## config.mk

```make
export PLATFORM = sky130hd
export DESIGN_NAME = div_unit
export DESIGN_NICKNAME = d
export VERILOG_FILES = /design/src/rtl/div_unit.sv
export SDC_FILE = /design/constraint.sdc
export NUM_CORES = 1
export LEC_CHECK = 0
export ABC_AREA = 1
export CAP_MARGIN = 20
export CORE_ASPECT_RATIO = 2
export CORE_MARGIN = 4
export CORE_UTILIZATION = 47
export CTS_BUF_LIST = sky130_fd_sc_hd__clkbuf_16
export DETAILED_ROUTE_END_ITERATION = 6
export GPL_ROUTABILITY_DRIVEN = 0
export HOLD_SLACK_MARGIN = 0.02
export PLACE_DENSITY = 0.68
export SYNTH_ARGS = -nofsm -noshare
export SYNTH_HDL_FRONTEND = slang
export SYNTH_SLANG_ARGS = --single-unit
```

## constraint.sdc

```tcl
create_clock -name clk -period 5.3 [get_ports clk]
set_clock_uncertainty 0.2 [all_clocks]
set_input_delay 1.06 -clock clk [delete_from_list [all_inputs] [get_ports clk]]
set_output_delay 1.06 -clock clk [all_outputs]
set_load 0.02 [all_outputs]
```

## src/rtl/div_unit.sv

```systemverilog
// Multi-cycle restoring divider for the EX stage: one quotient bit per cycle,
// signed/unsigned, and it holds the pipeline stall request while a division is in flight.
module div_unit #(
   parameter int DATA_W = 32
) (
   input  logic                clk,
   input  logic                rst,
   input  logic                start_i,
   input  logic                annul_i,
   input  logic                signed_div_i,
   input  logic [DATA_W-1:0]   opdata1_i,
   input  logic [DATA_W-1:0]   opdata2_i,
   output logic [2*DATA_W-1:0] result_o,
   output logic                ready_o,
   output logic                stallreq_o
);

   localparam int CNT_W = $clog2(DATA_W);
   localparam logic [CNT_W-1:0] LAST_CNT = CNT_W'(DATA_W - 1);

   typedef enum logic [1:0] {FREE, BYZERO, ON, END} state_t;

   state_t            state;
   logic [CNT_W-1:0]  cnt;
   logic [DATA_W-1:0] dvd;      // dividend magnitude, shifted out as quotient bits shift in
   logic [DATA_W-1:0] dsr;
   logic [DATA_W-1:0] rem;
   logic              neg_q;
   logic              neg_r;

   logic [DATA_W:0]   trial;
   logic [DATA_W-1:0] rem_nxt;
   logic [DATA_W-1:0] quo_nxt;
   logic [DATA_W-1:0] quo_fix;
   logic [DATA_W-1:0] rem_fix;
   logic [DATA_W-1:0] mag1;
   logic [DATA_W-1:0] mag2;

   // NOTE: every signal assigned here gets a value on every path, so no latches are inferred.
   always_comb begin
      trial   = {rem, dvd[DATA_W-1]} - {1'b0, dsr};
      rem_nxt = trial[DATA_W] ? {rem[DATA_W-2:0], dvd[DATA_W-1]} : trial[DATA_W-1:0];
      quo_nxt = {dvd[DATA_W-2:0], ~trial[DATA_W]};
      quo_fix = neg_q ? -quo_nxt : quo_nxt;
      rem_fix = neg_r ? -rem_nxt : rem_nxt;
      // The most negative value negates to itself, which reads correctly as an unsigned magnitude.
      mag1    = (signed_div_i && opdata1_i[DATA_W-1]) ? -opdata1_i : opdata1_i;
      mag2    = (signed_div_i && opdata2_i[DATA_W-1]) ? -opdata2_i : opdata2_i;
   end

   always_comb begin
      stallreq_o = 1'b0;
      if (rst) begin
         case (state)
            FREE:    stallreq_o = start_i && !annul_i;
            BYZERO:  stallreq_o = 1'b1;
            ON:      stallreq_o = !annul_i;
            default: stallreq_o = 1'b0;
         endcase
      end
   end

   // NOTE: sequential state uses non-blocking assignments only, so every register samples
   // pre-edge values regardless of statement order.
   always_ff @(posedge clk or negedge rst) begin
      if (!rst) begin
         state    <= FREE;
         cnt      <= '0;
         dvd      <= '0;
         dsr      <= '0;
         rem      <= '0;
         neg_q    <= 1'b0;
         neg_r    <= 1'b0;
         result_o <= '0;
         ready_o  <= 1'b0;
      end else begin
         case (state)
            FREE: begin
               ready_o  <= 1'b0;
               result_o <= '0;
               if (start_i && !annul_i) begin
                  dvd   <= mag1;
                  dsr   <= mag2;
                  rem   <= '0;
                  cnt   <= '0;
                  neg_q <= signed_div_i && (opdata1_i[DATA_W-1] ^ opdata2_i[DATA_W-1]);
                  neg_r <= signed_div_i && opdata1_i[DATA_W-1];
                  state <= (opdata2_i == '0) ? BYZERO : ON;
               end
            end
            BYZERO: begin
               result_o <= '0;
               ready_o  <= 1'b1;
               state    <= END;
            end
            ON: begin
               if (annul_i) begin
                  result_o <= '0;
                  ready_o  <= 1'b0;
                  state    <= FREE;
               end else begin
                  rem <= rem_nxt;
                  dvd <= quo_nxt;
                  cnt <= cnt + 1'b1;
                  if (cnt == LAST_CNT) begin
                     result_o <= {rem_fix, quo_fix};
                     ready_o  <= 1'b1;
                     state    <= END;
                  end
               end
            end
            END: begin
               if (!start_i || annul_i) begin
                  result_o <= '0;
                  ready_o  <= 1'b0;
                  state    <= FREE;
               end
            end
            default: state <= FREE;
         endcase
      end
   end

endmodule

```

==> metrics.txt <==
Die Area=between 30000 and 40000 um2; max-slew violation count=0; Remaining Overflow, GRT=0; Num Clock Sinks=170; peak fanout along the critical path=18; cells after synthesis=roughly 2100; start of the worst register-to-register path=dvd[31]; antenna violations before repair=0; proportion of layout cells with a drive suffix above 1=0.05108; minimum clock period after layout=4582 ps; top flip-flop cell by instance count after synthesis=sky130_fd_sc_hd__dfrtp_1; unrepaired setup endpoints after global routing=false; clock slew seen by the registers of the worst setup and hold paths=70 ps; Switching Fraction=0.5642; Comb pwr share=0.697; Hold Crit Endpoint=cnt[3]; Avg Synthesized Cell Area=6.355 um2; register-to-register path setup slack=840 ps; Area growth, synth to finish=16.75%; die span in y=245.9 um; cell chain of the critical path=inv_1 > ha_1 > inv_1 > nor2_1 > or2_2 > o21ai_0 > nor2_1 > clkdlybuf4s50_1; insertion delay of the later-clocked pin in the worst-skew pair=between 400 and 500 ps; maximum clock rate=218.3 MHz; static leakage power=8.145 nW; boundary pin count=135; FF/Latch Area=4254 um2; Die Width=127.0 um; CTS root buf=sky130_fd_sc_hd__clkbuf_16; part of the cycle the worst path needs=0.8645; end of the worst register-to-register path=result_o[28]; Slew HR=0.2847; number of buffers created by CTS=17; DR iter-0 viols=791; type of destination of the critical path=output port; net switching power=6.731 mW; placed wire-length estimate=35.84 mm; filler instances=2796; Vias per Instance=approximately 5.4; area used by multi-input combinational logic=7611 um2; hold slack final=273.5 ps; slew of the pin with the lowest slew margin=1073 ps; count of hold-fix buffers inserted at cts=0; Critical Path AT=3320 ps; Worst setup SP type=flop; net count after synthesis=2205; maximum cell stage delay along the critical path=630 ps; most frequent cell after synthesis=sky130_fd_sc_hd__nand2_1; PD cells=between 700 and 800 nW/um2; number of setup violations in the final report=0; wire length of the first global-routing pass=a little over 70 mm; portion of the post-synthesis area used by sequential elements=0.3198; fraction of synthesis flops using an asynchronous set or reset pin=1.000; effective utilization at floorplan=0.4791; number of global-route vias before repair=13920; number of buffers inserted by port buffering=134; count of state elements after synthesis=170; Seq pwr share=0.192; final standard cell area without fillers=between 15000 and 20000 um2; standard cell with the maximum stage delay on the critical path=sky130_fd_sc_hd__ha_1; placed cell area=14930 um2; class of the worst hold path=reg -> reg; max_cap viols=0; number of enable-type register cells in the synthesized netlist=0; number of buffers between clock root and the deepest sink=2; post-synthesis instance area=13300 um2; Cell variety after synth=50; Inserted Diodes=0; final hold viol count=0; portion of total power attributed to the clock network=0.111; nets=between 2000 and 2500; post-route DRC violation count=0; internal power summed over all cells=5.199 mW; beginning of the worst hold path=cnt[3]; pin count of the biggest net entering global routing=171; category of the critical setup timing path=reg -> out; number of vias after detailed routing=13820; run status=finished, final reports clean; number of iterations in the first detailed-routing pass=6; count of nets left with antenna violations after detail routing=0; most frequent cells after synthesis=sky130_fd_sc_hd__nand2_1 (729), sky130_fd_sc_hd__inv_1 (299), sky130_fd_sc_hd__nor2_1 (177), sky130_fd_sc_hd__dfrtp_1 (170), sky130_fd_sc_hd__o21ai_0 (139); Clock H-tree levels=4; total of warnings raised by yosys=0; cell depth of the worst flop-to-flop path=28; cells resized by post-CTS repair=0; final routed wire length divided by cell count=17.71 um; number of stages on the worst hold path=1; fraction of post-synthesis cell area in the top cell type by area=0.3198; clock tree from TritonCTS=yes; dominant cell type by area after synthesis=sky130_fd_sc_hd__dfrtp_1; top post-synthesis cells by area=sky130_fd_sc_hd__dfrtp_1 (32%), sky130_fd_sc_hd__nand2_1 (21%), sky130_fd_sc_hd__inv_1 (8.4%); setup total negative slack=0 ps; core outline area=roughly 28000 um2; Req. time, crit path=about 4000 ps; total detailed-routing wirelength=45.41 mm; number of standard-cell rows in the floorplan=86; worst voltage drop across the vdd grid=about 0.31 mV; Post-CTS Setup Inserts=0; aggregate global-route resource usage=0.2912
critical path: cells and delay by family, from the launching register on:
kind,cells,cell delay [ps]
buf+inv,3,1170
fa+ha+maj,1,630
simple gates,3,570
flops,1,410
compound gates,1,80
metal layers:
metal  GRT usage  vias to the layer above  wire, um
met5           0                        -         0
met2      0.5484                      468     24370
met1      0.2742                     6338     15020
met3     0.03783                      187      1867
met4      0.2344                        0      4158
li1            -                     6828         -
worst max path at each step:
stage                  start           end  slack, ps
floorplan            dvd[31]  result_o[28]       1280
global placement     dvd[31]  result_o[28]        930
detailed placement   dvd[31]  result_o[28]        900
CTS                 state[0]    stallreq_o        720
global route         dvd[31]  result_o[28]        260
finish              state[0]    stallreq_o        720
placed cells by master (no fill, tap or decap), drive strengths merged, types with 13 or more instances in the layout:
cell type / synthesis / layout
nor3: 23 / 23
nand2: 765 / 765
xor2: 44 / 44
a21oi: 71 / 71
buf: 20 / 17
dfrtp: 170 / 170
inv: 305 / 309
o21ai: 151 / 151
xnor2: 23 / 23
clkdlybuf4s50: 0 / 133
o221ai: 13 / 13
nand4: 16 / 16
nor2: 188 / 188
o22ai: 31 / 31
nand3: 142 / 142
clkbuf: 43 / 17
ha: 42 / 42
layout make-up:
type                            count  area share
Clock buffer                       17     0.02739
Inverter                          307     0.07420
Clock inverter                     15     0.01104
Multi-Input combinational cell   1553      0.4901
Sequential cell                   170      0.2739
Timing Repair Buffer              150     0.09499
Tap cell                          352     0.02836
sequential cells by signal (all words and copies together) (netlist names):
| signal | count |
|---|---|
| neg_r | 1 |
| rem | 32 |
| dvd | 32 |
| neg_q | 1 |
| ready_o | 1 |
| result_o | 64 |
| cnt | 5 |
| dsr | 32 |
| state | 2 |
through the flow:
stage | setup slack (ps) | utilization | power (mW) | cells
2_1_floorplan | 1276 | - | 8.055 | 2093
3_3_place_gp | 928.7 | 0.5379 | 10.38 | 2532
3_5_place_dp | 897.7 | 0.5379 | 10.46 | 2532
4_1_cts | 724.3 | 0.5594 | 11.84 | 2564
5_1_grt | 255.1 | 0.5594 | 12.95 | 2564
6_report | 718.4 | 0.5594 | 11.93 | 2564
cells by family (layout without fill, tap and decap cells):
| family | after synthesis | count (layout) | synth area share |
|---|---|---|---|
| buffers and inverters | 370 | 489 | 0.1084 |
| DFF | 170 | 170 | 0.3198 |
| AOI/OAI and AO/OA | 290 | 290 | 0.1233 |
| adders and majority gates | 43 | 43 | 0.04101 |
| and+or+nand+nor | 1153 | 1153 | 0.3634 |
| xor gates and xnor gates | 67 | 67 | 0.04412 |
power by group through the flow:
stage | sequential [mW] | clock [mW] | combinational [mW]
finish | 2.29 | 1.32 | 8.32
global route | 2.34 | 1.39 | 9.22
CTS | 2.28 | 1.34 | 8.22
detailed placement | 2.29 | 0 | 8.16
global placement | 2.28 | 0 | 8.10
floorplan | 2.37 | 0 | 5.68
No activity file was read; power rests on OpenSTA's default activity.
